File: src/rtl/card_digit_feeder.sv
// card_digit_feeder: validates an ASCII card-number frame, buffers its digits
// and replays a good frame as one contiguous NUM_DIGITS-long digit burst.
// Build option: FEEDER_SEP_FILTER_EN lets ' ' and '-' through as separators.
// Ports: clk, rst_n (async, active-low); char_in/char_valid/char_last/char_ready
//   upstream valid/ready stream; digit_out/digit_valid burst output;
//   err/err_code reject pulse; frame_cnt counts emitted frames.
module card_digit_feeder #(
  parameter int NUM_DIGITS  = 15,
  parameter int FRAME_CNT_W = 8
) (
  input  logic                   clk,
  input  logic                   rst_n,
  input  logic [7:0]             char_in,
  input  logic                   char_valid,
  input  logic                   char_last,
  output logic                   char_ready,
  output logic [3:0]             digit_out,
  output logic                   digit_valid,
  output logic                   err,
  output logic [1:0]             err_code,
  output logic [FRAME_CNT_W-1:0] frame_cnt
);

  localparam int CW = $clog2(NUM_DIGITS + 1);
  localparam logic [CW-1:0] FULL = CW'(NUM_DIGITS);

  localparam logic [1:0] E_NONE  = 2'b00;
  localparam logic [1:0] E_BAD   = 2'b01;
  localparam logic [1:0] E_SHORT = 2'b10;
  localparam logic [1:0] E_LONG  = 2'b11;

  typedef enum logic [1:0] {
    S_COLLECT,
    S_BURST,
    S_GAP
  } state_e;

  state_e                 state_q;
  logic [CW-1:0]          cnt_q;
  logic [CW-1:0]          cnt_d;
  logic [CW-1:0]          idx_q;
  logic [1:0]             lat_q;
  logic [1:0]             lat_d;
  logic [1:0]             code_d;
  logic [3:0]             buf_q [NUM_DIGITS];
  logic                   ready_q;
  logic [3:0]             dout_q;
  logic                   dvalid_q;
  logic                   err_q;
  logic [1:0]             ecode_q;
  logic [FRAME_CNT_W-1:0] fcnt_q;

  logic       acc_d;
  logic       is_dig_d;
  logic       is_sep_d;
  logic       full_d;
  logic       store_d;
  logic       good_d;
  logic [3:0] first_d;

  always_comb begin
    acc_d    = char_valid && ready_q;
    is_dig_d = (char_in >= 8'h30) && (char_in <= 8'h39);
`ifdef FEEDER_SEP_FILTER_EN
    is_sep_d = (char_in == 8'h20) || (char_in == 8'h2D);
`else
    is_sep_d = 1'b0;
`endif
    full_d  = (cnt_q == FULL);
    store_d = acc_d && is_dig_d && !full_d;
    cnt_d   = store_d ? cnt_q + 1'b1 : cnt_q;
    code_d  = E_NONE;
    unique case (1'b1)
      is_dig_d: code_d = full_d ? E_LONG : E_NONE;
      is_sep_d: code_d = E_NONE;
      default:  code_d = E_BAD;
    endcase
    // first error of the frame wins
    lat_d  = (lat_q != E_NONE) ? lat_q : code_d;
    good_d = (lat_d == E_NONE) && (cnt_d == FULL);
    // a one-digit frame writes buf[0] on the same edge the burst starts
    first_d = (store_d && cnt_q == '0) ? char_in[3:0] : buf_q[0];
  end

  always_ff @(posedge clk or negedge rst_n) begin
    if (!rst_n) begin
      for (int i = 0; i < NUM_DIGITS; i++) begin
        buf_q[i] <= 4'd0;
      end
    end else if (store_d) begin
      buf_q[cnt_q] <= char_in[3:0];
    end
  end

  always_ff @(posedge clk or negedge rst_n) begin
    if (!rst_n) begin
      state_q  <= S_COLLECT;
      cnt_q    <= '0;
      idx_q    <= '0;
      lat_q    <= E_NONE;
      ready_q  <= 1'b1;
      dout_q   <= 4'd0;
      dvalid_q <= 1'b0;
      err_q    <= 1'b0;
      ecode_q  <= E_NONE;
      fcnt_q   <= '0;
    end else begin
      err_q   <= 1'b0;
      ecode_q <= E_NONE;
      unique case (state_q)
        S_COLLECT: begin
          if (acc_d && char_last) begin
            cnt_q <= '0;
            lat_q <= E_NONE;
            if (good_d) begin
              state_q  <= S_BURST;
              ready_q  <= 1'b0;
              dvalid_q <= 1'b1;
              dout_q   <= first_d;
              idx_q    <= CW'(1);
            end else begin
              err_q   <= 1'b1;
              ecode_q <= (lat_d != E_NONE) ? lat_d : E_SHORT;
            end
          end else if (acc_d) begin
            cnt_q <= cnt_d;
            lat_q <= lat_d;
          end
        end
        S_BURST: begin
          if (idx_q == FULL) begin
            state_q  <= S_GAP;
            dvalid_q <= 1'b0;
            dout_q   <= 4'd0;
            fcnt_q   <= fcnt_q + 1'b1;
          end else begin
            dout_q <= buf_q[idx_q];
            idx_q  <= idx_q + 1'b1;
          end
        end
        S_GAP: begin
          state_q <= S_COLLECT;
          cnt_q   <= '0;
          ready_q <= 1'b1;
        end
        default: begin
          state_q <= S_COLLECT;
        end
      endcase
    end
  end

  assign char_ready  = ready_q;
  assign digit_out   = dout_q;
  assign digit_valid = dvalid_q;
  assign err         = err_q;
  assign err_code    = ecode_q;
  assign frame_cnt   = fcnt_q;

endmodule
File: config.mk
export PLATFORM = sky130hd
export DESIGN_NAME = card_digit_feeder
export DESIGN_NICKNAME = d
export VERILOG_FILES = /design/src/rtl/card_digit_feeder.sv
export SDC_FILE = /design/constraint.sdc
export NUM_CORES = 1
export LEC_CHECK = 0
export CORE_AREA = 8 8 78 131
export CTS_CLUSTER_DIAMETER = 30
export DETAILED_ROUTE_END_ITERATION = 8
export DIE_AREA = 0 0 86 139
export PLACE_DENSITY = 0.74
export REMOVE_ABC_BUFFERS = 1
export SETUP_SLACK_MARGIN = 0.4
export SLEW_MARGIN = 20
export SYNTH_ARGS = -nofsm -noshare
export SYNTH_HDL_FRONTEND = slang
export SYNTH_SLANG_ARGS = --single-unit
File: constraint.sdc
create_clock -name clk -period 2.2 [get_ports clk]
set_input_delay 0.44 -clock clk [delete_from_list [all_inputs] [get_ports clk]]
set_output_delay 0.44 -clock clk [all_outputs]
set_load 0.02 [all_outputs]
==> flow_summary.yaml, run 1 <==
final_layout:
  layout_commonest_cell: "dfrtp_1"
  antennaDiodeCount: 0
  multi_input_area_mm2: 0.002242
  stdcell_area_mm2: 0.005679
  fin_cells: 533
  nFillCells: 578
  final_cell_mix: "dfrtp_1 (88), mux2_2 (58), buf_4 (37)"
  nets: 430
  area_growth_pct: 31.76
  drive_above_1_share: 0.4327
  regArea_mm2: 0.002228
die:
  die_area_mm2: 0.01195
  rows: 45
  core_mm2: 0.008502
  start_util: 0.5070
  ios: 29
  die_x_um: 86
  die_h_um: 139
clock_network:
  ctsHoldBuffers: 0
  clk_pin_slew_ns: 0.06
  cts_sinks: 89
  cts_tree: "yes"
  clockBufferDepth: 2
  insertion_delay_ns: 0.34
  cts-root-buf: "clkbuf_16"
  cts_made_buffers: 9
  htree_levels: 3
setup_path:
  rr_worst_depth: 8
  cp_max_fo: 3
  cp-end-kind: "register"
  r2r-start: "cnt_q[1]"
  regToRegEndpoint: "idx_q[2]"
  worstPathArrival_ns: 2.34
  start_kind: "register"
  cp.required_ns: 2.43
  cpPeakStageDelay_ns: 0.38
  crit_end: "idx_q[2]"
  worstSetupPathType: "reg -> reg"
  path_cells: "ha_2 -> and3_4 -> buf_12 -> nor3_4 -> nand4b_1 -> buf_4 -> or3_4 -> o21a_1"
  worstSetupStartpoint: "cnt_q[1]"
  r2r_slack_ns: 0.09
  crit_path_top_delay_cell: "dfrtp_1"
yosys:
  postSynthAreaPerCell_um2: 12.64
  seq_area_frac_synth: 0.5170
  synth_area_mm2: 0.004310
  synth_seq_cells: 89
  synth_warnings: 0
  syn_inst: 341
  ys_types: 44
sta:
  worst_pin_slew_ns: 0.5583
  finalHoldViolCount: 0
  slew_headroom: 0.6264
  finalSetupViolCount: 0
  finalCritPeriodShare: 0.9599
  max_freq_mhz: 473.5
  hold_slack_ns: 0.09255
  rsz0062_at_grt: "yes"
  finClkSkew_ns: 0.004561
  min_period_ns: 2.112
  slew_violations: 0
grt:
  grt_antenna_before_repair: 0
  overflow: 0
  grt_usage: 0.1826
  grt_max_degree: 43
  grt_pass1_wl_mm: 16.77
  grt_pass1_vias: 3294
detailed_routing:
  first_pass_iters: 4
  ant_nets: 0
  routed_wl_mm: 11.16
  via_per_inst: 5.953
  num_vias: 3173
  routedWlPerCell_um: 20.93
  drt_iter0_drc: 198
  drc: 0
placed_design:
  dpl.hpwl_mm: 7.611
  placed_area_mm2: 0.004886
  io_buffers: 28
  place_inst: 496
  gp_congestion: 0.8637
power_and_ir_drop:
  vdd_drop_max_mv: 0.3828
  p_per_area_mw_per_mm2: 610.0
  power.leakage_nw: 2.690
run:
  drv_cap: 0
hold_path:
  holdCritPathClass: "in -> async"
outcome:
  run_status: "complete, no violations"
-- report_power, final --
part | switching, mW | total [mW] | internal [mW]
sequential | 0.0128 | 1.67 | 1.66
combinational | 0.101 | 0.174 | 0.0731
clock | 0.602 | 1.62 | 1.02
total | 0.716 | 3.46 | 2.75
-- worst min path at each step --
stage | startpoint | endpoint | cells past startpoint
after CTS | rst_n | buf_q[56] | 1
final | rst_n | buf_q[56] | 1
after detailed placement | frame_cnt[7] | frame_cnt[7] | 1
after global placement | rst_n | buf_q[56] | 1
after global routing | rst_n | buf_q[43] | 1
after floorplan | rst_n | buf_q[0] | 0
-- sequential cells by signal (all words and copies together), names as in the netlist --
signal,count
state_q,2
buf_q,60
digit_out,4
err_code,2
cnt_q,4
lat_q,2
digit_valid,1
char_ready,1
idx_q,4
err,1
frame_cnt,8
-- metal layers --
layer,global-route usage,up-vias,part of all wire
li1,-,1409,-
met1,0.1831,1623,0.35
met2,0.3274,108,0.56
met3,0.03383,33,0.045
met4,0.1217,0,0.042
met5,0,-,0
-- what timing repair did --
| item | 4_1_cts | 5_1_grt |
|---|---|---|
| setup buffers | 13 | 9 |
| gates cloned | 0 | 0 |
| pin swaps | 19 | 8 |
| setup endpoints to repair | 91 | 82 |
| gates resized for setup | 59 | 30 |
| hold endpoints to repair | 0 | 0 |
-- cells by family (layout without fill, tap and decap cells) --
group                    after synthesis  count (layout)  synth area share
buffers and inverters                 24              99           0.02090
AND/OR/NAND/NOR                       85              85            0.1179
AO/OA/AOI/OAI                         47              47           0.06764
adder cells (fa/ha/maj)                6               6           0.01742
XOR/XNOR                               8               8           0.01626
multiplexers                          82              82            0.2430
flip-flops                            89              89            0.5170
-- area by class of cell --
type,count,share of cell area
inverter,7,0.004627
clock buffer,12,0.04340
multi-input combinational,228,0.3948
sequential,89,0.3924
clock inverter,3,0.01146
timing repair buffer,77,0.1276
tap,117,0.02578
-- worst max-delay path, delay by kind of cell, from the launching register on --
family	cells	cell delay, ns
AO/OA/AOI/OAI	1	0.18
adder cells (fa/ha/maj)	1	0.20
AND/OR/NAND/NOR	4	0.90
buffers and inverters	2	0.35
flip-flops	1	0.38
-- synthesized netlist by cell type, drive strengths merged --
cell,n,area [um2]
or3,1,6.260
nand2b,1,6.260
o221ai,1,8.760
nand4b,3,26.28
nand4,5,31.28
or2,2,12.52
xor2,1,8.760
nand4bb,1,27.53
ha,6,75.07
nand2,19,71.32
and4,2,17.52
a21oi,10,50.05
clkbuf,16,60.06
a22oi,5,37.54
o31ai,1,7.510
mux2i,9,90.09
or4,1,7.510
xnor2,7,61.31
o211ai,3,22.52
a32o,1,10.01
nor3,6,35.03
inv,7,26.28
mux2,61,686.9
a22o,3,26.28
and3,3,18.77
nand3b,5,37.54
a32oi,1,8.760
nor4b,1,15.01
o21ai,16,80.08
a31oi,3,18.77
nor4,2,42.54
buf,1,3.750
and2,1,6.260
dfrtp,88,2202
mux4,12,270.3
nor2b,3,18.77
nor2,14,52.55
dfstp,1,26.28
nand3,15,75.07
o22ai,1,6.260
o21a,2,15.01
-- through the flow --
| stage | worst slack, ns | power, mW | utilization | setup TNS (ns) |
|---|---|---|---|---|
| after CTS | 0.1692 | 3.461 | 0.6418 | 0 |
| after global routing | 0.02176 | 3.568 | 0.6680 | 0 |
| final | 0.08813 | 3.464 | 0.6680 | 0 |
| after global placement | -0.4505 | 1.848 | 0.5747 | -17.43 |
| after floorplan | -0.3020 | 1.743 | - | -3.177 |
| after detailed placement | -0.5272 | 1.854 | 0.5747 | -22.41 |
Power figures use the tool's default switching activity.
==> inputs of run 2 (changes only) <==
--- a/config.mk
+++ b/config.mk
@@ -5,10 +5,12 @@
 export SDC_FILE = /design/constraint.sdc
 export NUM_CORES = 1
 export LEC_CHECK = 0
-export CORE_AREA = 8 8 78 131
+export ABC_CLOCK_PERIOD_IN_PS = 2300
+export CORE_AREA = 8 8 76 129
 export CTS_CLUSTER_DIAMETER = 30
 export DETAILED_ROUTE_END_ITERATION = 8
-export DIE_AREA = 0 0 86 139
+export DIE_AREA = 0 0 84 137
+export GPL_ROUTABILITY_DRIVEN = 0
 export PLACE_DENSITY = 0.74
 export REMOVE_ABC_BUFFERS = 1
 export SETUP_SLACK_MARGIN = 0.4
==> constraint.sdc (replaced) <==
create_clock -name clk -period 2.3 [get_ports clk]
set_input_delay 0.46 -clock clk [delete_from_list [all_inputs] [get_ports clk]]
set_output_delay 0.46 -clock clk [all_outputs]
set_load 0.02 [all_outputs]
==> run 2 against run 1 <==
Net effect:
- combinational power is 10% lower
- total power is 5.0% lower
- first-iteration DRC count is 7.1% higher
- critical endpoint is now digit_out[1]
- count of clock-buffer cells in the layout is 2 lower
- clock skew is 0.00050 ns lower
- register-to-register slack better by 0.08 ns
- design area is 3.9% lower
- worst hold slack worse by 0.048 ns
- utilization is 0.66 points higher
- sequential power is 4% lower
==> flow_summary.yaml, run 2 (same netlist as run 1, synthesis figures left out) <==
sta:
  finalCritPeriodShare: 0.9254
  finClkSkew_ns: 0.004056
  max_freq_mhz: 469.8
  finalWorstSetupSlack_ns: 0.1715
  slew_headroom: 0.6348
  finalSetupViolCount: 0
  finalHoldViolCount: 0
  min_period_ns: 2.128
  rsz0062_at_grt: "yes"
  worst_pin_slew_ns: 0.5420
  slew_violations: 0
placed_design:
  place_inst: 468
  placed_area_mm2: 0.004832
  dpl.hpwl_mm: 7.207
  io_buffers: 28
  preCtsSetupSlack_ns: -0.4831
detailed_routing:
  via_per_inst: 6.158
  drt_iter0_drc: 212
  drc: 0
  ant_nets: 0
  routedWlPerCell_um: 20.94
  first_pass_iters: 4
  routed_wl_mm: 10.49
  num_vias: 3085
final_layout:
  area_growth_pct: 26.65
  largest_reg_flops: 60
  top_register: "buf_q"
  final_cell_mix: "dfrtp_1 (88), mux2_2 (59), buf_4 (33)"
  fin_cells: 501
  antennaDiodeCount: 0
  drive_above_1_share: 0.3961
  stdcell_area_mm2: 0.005459
  nets: 423
  finish.utilization: 0.6746
  layout_commonest_cell: "dfrtp_1"
grt:
  grt_antenna_before_repair: 0
  grt_max_degree: 61
  grt_usage: 0.1883
  overflow: 0
  grt_pass1_vias: 3267
  grt_pass1_wl_mm: 16.93
power_and_ir_drop:
  combPwrFrac: 0.048
  power.leakage_nw: 2.550
  p_sw_uw: 697.7
  internal_power_mw: 2.594
  switching_share: 0.2120
  pwr-share-seq: 0.485
  p_total_mw: 3.291
  vdd_drop_max_mv: 0.4006
  p_per_area_mw_per_mm2: 602.9
  clockPowerShare: 0.468
clock_network:
  cts_tree: "yes"
  cts_made_buffers: 9
  insertion_delay_ns: 0.34
  cts_sinks: 89
  htree_levels: 3
  clk_pin_slew_ns: 0.06
  clockBufferDepth: 2
  cts-root-buf: "clkbuf_16"
  ctsHoldBuffers: 0
die:
  core_mm2: 0.008093
  die_area_mm2: 0.01151
  die_x_um: 84
  start_util: 0.5326
  ios: 29
  die_h_um: 137
  rows: 44
setup_path:
  cp.required_ns: 2.52
  worstSetupPathType: "reg -> reg"
  cp_max_fo: 5
  cp-end-kind: "register"
  rr_worst_depth: 8
  worstPathArrival_ns: 2.35
  regToRegEndpoint: "digit_out[1]"
  r2r-start: "char_ready"
  start_kind: "register"
  r2r_slack_ns: 0.17
run:
  drv_cap: 0
outcome:
  run_status: "complete, no violations"
hold_path:
  holdCritPathClass: "in -> async"
run 2: final cells by class:
cell class / instances / area [um2]
Clock inverter: 5 / 81.33
Sequential cell: 89 / 2228
Inverter: 7 / 26.28
Fill cell: 577 / 2634
Tap cell: 92 / 115.1
Clock buffer: 10 / 229.0
Timing Repair Buffer: 70 / 631.9
Multi-Input combinational cell: 228 / 2147
run 2: worst max-delay path, stage by stage, from the launching register on:
cell      delay, ns
dfstp_2        0.55
nand2_4        0.07
buf_6          0.13
nor3_4         0.23
nand4b_1       0.24
nor4_4         0.31
buf_6          0.18
mux2i_1        0.18
o21ai_1        0.10
run 2: how the worst max path moves through the flow:
stage          startpoint            to  cells after the start
6_report       char_ready  digit_out[1]                      8
5_1_grt        char_ready  digit_out[1]                      8
4_1_cts        char_ready  digit_out[1]                      8
3_5_place_dp   char_in[2]      idx_q[2]                      7
3_3_place_gp   char_in[2]      idx_q[0]                      8
2_1_floorplan    cnt_q[0]      idx_q[2]                      7
run 2: stage by stage:
step                      hold slack, ns  setup TNS (ns)
after floorplan                   0.1644          -1.595
after global placement            0.4054          -13.24
after detailed placement          0.4129          -17.58
after CTS                        0.05374               0
after global routing             0.07424               0
final                            0.04480               0
run 2: repair_timing:
| action | in CTS | in global routing |
|---|---|---|
| setup endpoints to repair | 78 | 58 |
| buffers inserted | 13 | 5 |
| resized for setup | 46 | 19 |
| pin swaps | 21 | 6 |
run 2: routing by layer:
layer  track usage  vias up  part of all wire
met5             0        -                 0
li1              -     1384                 -
met1        0.1995     1587              0.37
met3       0.04291       23             0.039
met2        0.3434       91              0.56
met4       0.08784        0             0.034
run 2: power by group through the flow:
stage | clock network, mW | registers (mW) | logic, mW
finish | 1.54 | 1.60 | 0.156
global route | 1.62 | 1.60 | 0.172
CTS | 1.55 | 1.59 | 0.154
detailed placement | 0 | 1.62 | 0.149
global placement | 0 | 1.62 | 0.146
floorplan | 0 | 1.62 | 0.0453
